`config.mk`:
```
export PLATFORM = sky130hd
export DESIGN_NAME = axi_burst_read_slave
export DESIGN_NICKNAME = d
export VERILOG_FILES = /design/src/rtl/axi_burst_read_slave.sv
export SDC_FILE = /design/constraint.sdc
export NUM_CORES = 1
export LEC_CHECK = 0
export ABC_AREA = 0
export BUFFER_PORTS_ARGS = -buffer_cell sky130_fd_sc_hd__buf_2
export CORE_AREA = 3 3 124 126
export DETAILED_ROUTE_END_ITERATION = 10
export DIE_AREA = 0 0 127 129
export REMOVE_ABC_BUFFERS = 1
export SLEW_MARGIN = 20
export SYNTH_ARGS = -nofsm -noshare
export SYNTH_HDL_FRONTEND = slang
export SYNTH_SLANG_ARGS = --single-unit
export TNS_END_PERCENT = 10
```
`constraint.sdc`:
```
create_clock -name clk -period 4.5 [get_ports clk]
set_input_delay 0.675 -clock clk [delete_from_list [all_inputs] [get_ports clk]]
set_output_delay 0.675 -clock clk [all_outputs]
set_load 0.005 [all_outputs]
```
`src/rtl/axi_burst_read_slave.sv`:
```
// AXI-style INCR burst read responder in front of a 1-cycle-latency word SRAM.
// One outstanding burst; a 2-entry credit-managed buffer absorbs R-channel back-pressure.
module axi_burst_read_slave #(
    parameter int DATA_W = 32,
    parameter int ADDR_W = 32,
    parameter int MEM_AW = 16
) (
    input  logic              clk,
    input  logic              rst,
    input  logic [ADDR_W-1:0] s_araddr,
    input  logic [3:0]        s_arlen,
    input  logic              s_arvalid,
    output logic              s_arready,
    output logic [DATA_W-1:0] s_rdata,
    output logic              s_rvalid,
    output logic              s_rlast,
    input  logic              s_rready,
    output logic              mem_en,
    output logic [MEM_AW-1:0] mem_addr,
    input  logic [DATA_W-1:0] mem_rdata
);

    localparam logic [0:0] ST_IDLE  = 1'b0;
    localparam logic [0:0] ST_BURST = 1'b1;

    logic [0:0]        state_q, state_d;
    logic              started_q;
    logic [3:0]        rem_q, rem_d;
    logic              mem_en_q, mem_en_d;
    logic [MEM_AW-1:0] mem_addr_q, mem_addr_d;
    logic              issue_last_q, issue_last_d;
    logic              pend_q, pend_d;
    logic              pend_last_q, pend_last_d;
    logic [DATA_W-1:0] fifo_data_q [0:1];
    logic [DATA_W-1:0] fifo_data_d [0:1];
    logic [1:0]        fifo_last_q, fifo_last_d;
    logic              wr_ptr_q, wr_ptr_d;
    logic              rd_ptr_q, rd_ptr_d;
    logic [1:0]        count_q, count_d;

    logic       fifo_nonempty, beat_pop, ar_hs, push, fifo_pop;
    logic [2:0] occ;
    logic       unused_addr_bits;

    assign unused_addr_bits = ^{s_araddr[1:0], s_araddr[ADDR_W-1:MEM_AW+2]};

    assign s_arready     = started_q & (state_q == ST_IDLE);
    assign fifo_nonempty = (count_q != 2'd0);
    // The beat returning from the SRAM is presented directly when the buffer is empty.
    assign s_rvalid = fifo_nonempty | pend_q;
    assign s_rdata  = fifo_nonempty ? fifo_data_q[rd_ptr_q] : (pend_q ? mem_rdata : '0);
    assign s_rlast  = fifo_nonempty ? fifo_last_q[rd_ptr_q] : (pend_q & pend_last_q);
    assign mem_en   = mem_en_q;
    assign mem_addr = mem_addr_q;

    assign beat_pop = s_rvalid & s_rready;
    assign ar_hs    = s_arvalid & s_arready;
    assign push     = pend_q & (fifo_nonempty | ~s_rready);
    assign fifo_pop = fifo_nonempty & s_rready;
    assign occ      = {1'b0, count_q} + {2'b00, mem_en_q} + {2'b00, pend_q};

    always_comb begin
        state_d      = state_q;
        rem_d        = rem_q;
        mem_en_d     = 1'b0;
        mem_addr_d   = mem_addr_q;
        issue_last_d = 1'b0;
        pend_d       = mem_en_q;
        pend_last_d  = issue_last_q;
        case (state_q)
            ST_IDLE: begin
                if (ar_hs) begin
                    state_d      = ST_BURST;
                    mem_en_d     = 1'b1;
                    mem_addr_d   = s_araddr[MEM_AW+1:2];
                    rem_d        = s_arlen;
                    issue_last_d = (s_arlen == 4'd0);
                end
            end
            default: begin
                // Issue only when every word already owed has a buffer slot, or one frees now.
                if ((rem_q != 4'd0) && ((occ < 3'd2) || beat_pop)) begin
                    mem_en_d     = 1'b1;
                    mem_addr_d   = mem_addr_q + 1'b1;
                    rem_d        = rem_q - 4'd1;
                    issue_last_d = (rem_q == 4'd1);
                end
                if (beat_pop && s_rlast) begin
                    state_d = ST_IDLE;
                end
            end
        endcase
    end

    always_comb begin
        fifo_data_d = fifo_data_q;
        fifo_last_d = fifo_last_q;
        wr_ptr_d    = wr_ptr_q;
        rd_ptr_d    = rd_ptr_q;
        if (push) begin
            fifo_data_d[wr_ptr_q] = mem_rdata;
            fifo_last_d[wr_ptr_q] = pend_last_q;
            wr_ptr_d              = ~wr_ptr_q;
        end
        if (fifo_pop) begin
            rd_ptr_d = ~rd_ptr_q;
        end
        count_d = count_q + {1'b0, push} - {1'b0, fifo_pop};
    end

    always_ff @(posedge clk or posedge rst) begin
        if (rst) begin
            state_q        <= ST_IDLE;
            started_q      <= 1'b0;
            rem_q          <= '0;
            mem_en_q       <= 1'b0;
            mem_addr_q     <= '0;
            issue_last_q   <= 1'b0;
            pend_q         <= 1'b0;
            pend_last_q    <= 1'b0;
            fifo_data_q[0] <= '0;
            fifo_data_q[1] <= '0;
            fifo_last_q    <= '0;
            wr_ptr_q       <= 1'b0;
            rd_ptr_q       <= 1'b0;
            count_q        <= '0;
        end else begin
            state_q        <= state_d;
            started_q      <= 1'b1;
            rem_q          <= rem_d;
            mem_en_q       <= mem_en_d;
            mem_addr_q     <= mem_addr_d;
            issue_last_q   <= issue_last_d;
            pend_q         <= pend_d;
            pend_last_q    <= pend_last_d;
            fifo_data_q[0] <= fifo_data_d[0];
            fifo_data_q[1] <= fifo_data_d[1];
            fifo_last_q    <= fifo_last_d;
            wr_ptr_q       <= wr_ptr_d;
            rd_ptr_q       <= rd_ptr_d;
            count_q        <= count_d;
        end
    end

endmodule

```
======== Word-level counts from Yosys, hierarchy flattened ========
Cells that the tools add are included.
storage, ports and cells
  register bits ........................... 96
  bits of input ports ..................... 72
  output and inout bits ................... 52
  logic and storage cells ................. 81
cells by class
  add/sub/neg operators ................... 6
  magnitude comparators ................... 7
  equal/unequal tests ..................... 2
  muxes and demuxes ....................... 28
  bitwise logic cells ..................... 14
  reductions and logical operators ........ 10
operator list
  cell                                                  number
  two-way mux 32 bit                                    6
  bitwise mux 64 bit                                    1
  two-way mux 16 bit                                    3
  demux 32 bit (select 1 bit)                           1
  adder 16 x 1 -> 16 bit (second input constant)        1
  two-way mux 1 bit                                     12
  two-way mux 4 bit                                     3
  AND 1 bit                                             6
  equality test 4 x 1 -> 1 bit (second input constant)  1
  >= comparator 2 bit (second input constant)           2
  logical AND 1 bit                                     4
  zero test 4 bit                                       1
  < comparator 1 x 2 -> 1 bit (second input constant)   2
  inverter 1 bit                                        4
  inverter 1 -> 2 bit                                   2
  nonzero test 2 bit                                    2
  nonzero test 4 bit                                    1
  subtractor 4 x 1 -> 4 bit (second input constant)     1
  adder 2 x 1 -> 3 bit                                  1
  adder 3 x 1 -> 3 bit                                  1
  < comparator 3 x 2 -> 1 bit (second input constant)   1
  adder 2 x 1 -> 2 bit                                  1
  bitwise mux 2 bit                                     1
  < comparator 2 x 1 -> 1 bit (second input constant)   1
  7 further kinds                                       8

======== Longest topological paths before layout ========
  word-level depth ........................ 7
  gate-level depth with buffers ........... 8
  depth with buffers taken out ............ 7

======== Worst setup path before layout ========
Ideal clock, no wire load.
  kind .................................... reg-to-output
  start point ............................. reg count_q[1]
  end point ............................... out s_rdata[3]
  arrival time ............................ 1.308 ns
  data required time ...................... 3.825 ns
  setup slack ............................. 2.517 ns
  stages on the path, launching flop included .. 6
  buffers on the path ..................... 2
  path through ............................ dfrtp_1 > nor2_1 > buf_2 > buf_1 > nand3_1 > o21ai_0
between the ends
  word-level cells in the longest chain between the ends .. 2
ends and longest elaborated chain
  item                    RTL line  RTL
  start, declared         39        logic [1:0] count_q, count_d;
  start signal, assigned  141       count_q <= count_d;
  nonzero test 2 bit      48        assign fifo_nonempty = (count_q != 2'd0);
  two-way mux 32 bit      51        assign s_rdata = fifo_nonempty ? fifo_data_q[rd_ptr_q] : (pend_q ? mem_rdata : '0);
  end, declared           14        output logic [DATA_W-1:0] s_rdata,
Every way passes these cells.

======== Worst setup path in the final report ========
  start point ............................. reg rd_ptr_q
  end point ............................... out s_rdata[18]
between the ends
  word-level cells in the longest chain between the ends .. 5
ends and longest elaborated chain
  item                                                    RTL line  RTL
  start, declared                                         38        logic rd_ptr_q, rd_ptr_d;
  start signal, assigned                                  140       rd_ptr_q <= rd_ptr_d;
  inverter 1 -> 2 bit (not written as such)               51
  two-way mux 32 bit (not written as such) (3 in series)  51
  two-way mux 32 bit                                      51
Every way passes these cells. The select of a mux whose other input is x is not followed.

==> impl_metrics.env <==
export IMPL_r2r_end="fifo_data_q[34]"
export IMPL_post_cts_resized=0
export IMPL_area_growth_pct=18.9
export IMPL_startpoint="rd_ptr_q"
export IMPL_period_share_pct=61.3
export IMPL_rr_worst_depth=5
export IMPL_cp_required_ps=3830
export IMPL_timing_critical_path_buf_inv=1
export IMPL_critical_path_max_stage_delay_ps=1100
export IMPL_power_density_mw_per_mm2=790
export IMPL_drt_iter0_markers=209
export IMPL_crit_cells=3
export IMPL_die_height_um=129
export IMPL_cp_arrival_ps=2090
export IMPL_fmax_ghz=0.362
export IMPL_synth_avg_cell_area_sq_um=11.5
export IMPL_vias=3852
export IMPL_crit_path_max_fanout=34
export IMPL_start_util_pct=34.8
export IMPL_routed_wl_um=12000
export IMPL_synthArstFlopShare_pct=100
export IMPL_slew_limit_headroom_pct=26.2
export IMPL_r2r_start="count_q[0]"
export IMPL_endpoint="s_rdata[18]"
export IMPL_slowest_stage="dfrtp_2"
export IMPL_dieArea_sq_mm=0.0164
export IMPL_synth_area_sq_mm=0.00502
export IMPL_crit_family="flip-flops"
export IMPL_p_leak_uw=0.00264
export IMPL_synthCells=438
export IMPL_antenna_left=0
export IMPL_ioPinCount=124
export IMPL_die_x_um=127
export IMPL_hold_path_class="reg -> reg"
export IMPL_maxCapViolCount=0
export IMPL_place_congestion=0.897
export IMPL_grt_pass1_vias=3804
export IMPL_grt_ovfl_total=0
export IMPL_hold_viol=0
export IMPL_grt_usage_pct=14.9
export IMPL_final_area_sq_mm=0.00597
export IMPL_ys_ff_latch=96
export IMPL_slew_violations=0
export IMPL_finalCriticalPeriod_ps=2760
export IMPL_postCtsSetupBuffers=0
export IMPL_drive_above_1_share_pct=38.7
export IMPL_crit_type="reg -> out"
export IMPL_yosysSeqAreaShare_pct=47.9
export IMPL_start_kind="flip-flop"
export IMPL_antenna_found_initial=1
export IMPL_clkTransAtPathRegs_ps=70
export IMPL_finalNetCount=609
export IMPL_worstPathCellList="mux2i_1 -> o21ai_0 -> buf_2"
export IMPL_worst_slew_pin_slew_ps=1110
export IMPL_finalClockSkew_ps=5.94
export IMPL_r2r_slack_ps=1960
export IMPL_wl_per_cell_um=16.7
export IMPL_cts_hold_buf=0
export IMPL_rsz0062_at_grt="no"
export IMPL_post_dp_hpwl_um=7900
export IMPL_setup_violations=0
export IMPL_cts_tree="done"
export IMPL_grt_start_max_net_pins=71
export IMPL_synth_edff_count=0
export IMPL_n_antenna_cell=0
export IMPL_fin_setup_tns_ps=0
export IMPL_avgViaCountPerCell=5.36
export IMPL_dr_pass1_iters=4
export IMPL_irDropWorstVdd_v=0.000250
export IMPL_numPortBuffers=107
export IMPL_cts_sinks=96
export IMPL_cts_buffer_depth=2
export IMPL_fin_hold_ws_ps=359
export IMPL_status="complete, no violations"
export IMPL_clk_latency_ps=350
export IMPL_ys_flop_type="dfrtp_1"
export IMPL_root_buffer="clkbuf_16"
export IMPL_cts_buffers=9
export IMPL_yosysWarningCount=0
export IMPL_drc_errors=0
export IMPL_cp_end_kind="output port"
export IMPL_rows=44
export IMPL_coreArea_sq_mm=0.0144
export IMPL_synth_distinct_cells=58
export IMPL_dpl_cell_area_sq_mm=0.00566
export IMPL_h_tree_depth=3
export IMPL_grt_first_pass_wirelength_um=19500
==> placed cells by master (no fill, tap or decap), drive strengths merged, types with 3 or more instances in the layout <==
master,count
nand2,7
o21ai,35
mux2,66
nor2,20
a31oi,10
a2bb2oi,7
o2bb2a,3
ha,7
a21oi,10
nor3,6
nor4,4
nand3,39
nand4,5
xnor2,3
buf,112
dfrtp,96
inv,12
clkbuf,10
mux2i,35
o22ai,3
o22a,8
==> where the power goes <==
group / switching [uW] / total, uW / internal (uW) / leakage [uW]
clock network: 341 / 793 / 452 / 0.000146
logic: 1080 / 2230 / 1140 / 0.00137
registers: 403 / 1700 / 1300 / 0.00113
total: 1830 / 4720 / 2890 / 0.00264
==> Yosys cell counts (all sizes together), types with 2 or more instances <==
library cell	count	area, sq um
dfrtp	96	2400
mux2	66	743
nand3	39	200
mux2i	35	350
o21ai	35	175
buf	20	133
nor2	20	98.8
clkbuf	11	41.3
a21oi	10	50.1
a31oi	10	62.6
inv	9	36.3
o22a	8	70.1
a2bb2oi	7	73.8
ha	7	87.6
nand2	7	26.3
nor3	6	30.0
nand4	5	31.3
nor4	4	25.0
o22ai	3	18.8
o2bb2a	3	60.1
xnor2	3	26.3
a211oi	2	20.0
a41oi	2	17.5
and4	2	17.5
nor2b	2	12.5
o211a	2	20.0
o211ai	2	20.0
o31a	2	17.5
or2	2	12.5
or3	2	12.5
==> worst min path at each step <==
stage | startpoint | end | slack [ps] | cells after the start
finish | issue_last_q | pend_last_q | 360 | 0
global route | issue_last_q | pend_last_q | 360 | 0
CTS | issue_last_q | pend_last_q | 350 | 0
detailed placement | issue_last_q | pend_last_q | 340 | 0
global placement | issue_last_q | pend_last_q | 330 | 0
floorplan | issue_last_q | pend_last_q | 330 | 0
==> state kept, by name, indices dropped and copies added, names as in the netlist, 2 cells and up <==
register / cells
fifo_last_q: 2
mem_addr: 16
fifo_data_q: 64
rem_q: 4
count_q: 2
==> through the flow <==
step                cells  setup WS [ps]  util (%)  total power, uW
finish                719           1740      41.4             4720
global placement      703           1910      39.2             3910
CTS                   719           1710      41.4             4790
global route          719           1530      41.4             5110
detailed placement    703           1910      39.2             3980
floorplan             407           1000         -             3140
==> per-layer routing <==
| layer | share of wire, % | GRT usage [%] | vias up | routed length [um] |
|---|---|---|---|---|
| li1 | - | - | 1817 | - |
| met1 | 45 | 20.0 | 1865 | 5390 |
| met2 | 46 | 23.3 | 158 | 5520 |
| met3 | 8.0 | 5.15 | 10 | 963 |
| met4 | 0.91 | 3.79 | 2 | 109 |
| met5 | 0.11 | 0 | - | 13 |
==> cells by family (layout without fill, tap and decap cells) <==
| logic type | count (synthesis) | count (layout) | synth area share, % |
|---|---|---|---|
| AO/OA/AOI/OAI | 94 | 94 | 13.5 |
| buffers and inverters | 41 | 138 | 4.26 |
| multiplexers | 101 | 101 | 21.8 |
| flip-flops | 96 | 96 | 47.9 |
| AND/OR/NAND/NOR | 94 | 94 | 10.0 |
| XOR/XNOR | 4 | 4 | 0.698 |
| other | 1 | 1 | 0.0747 |
| adder cells (fa/ha/maj) | 7 | 7 | 1.75 |
==> layout make-up <==
cell class / count / area (sq um)
Tap cell: 184 / 230
Clock inverter: 6 / 71.3
Fill cell: 1392 / 8450
Inverter: 10 / 42.5
Timing Repair Buffer: 112 / 573
Multi-Input combinational cell: 301 / 2410
Clock buffer: 10 / 239
Sequential cell: 96 / 2400
==> worst reg2reg max path, stage by stage, from the launching register on <==
cell and delay, ps:
dfrtp_1 460, nor2_4 130, buf_4 300, a21bo_2 310
nor2_4 770, mux2_2 450
Power figures use the tool's default switching activity.
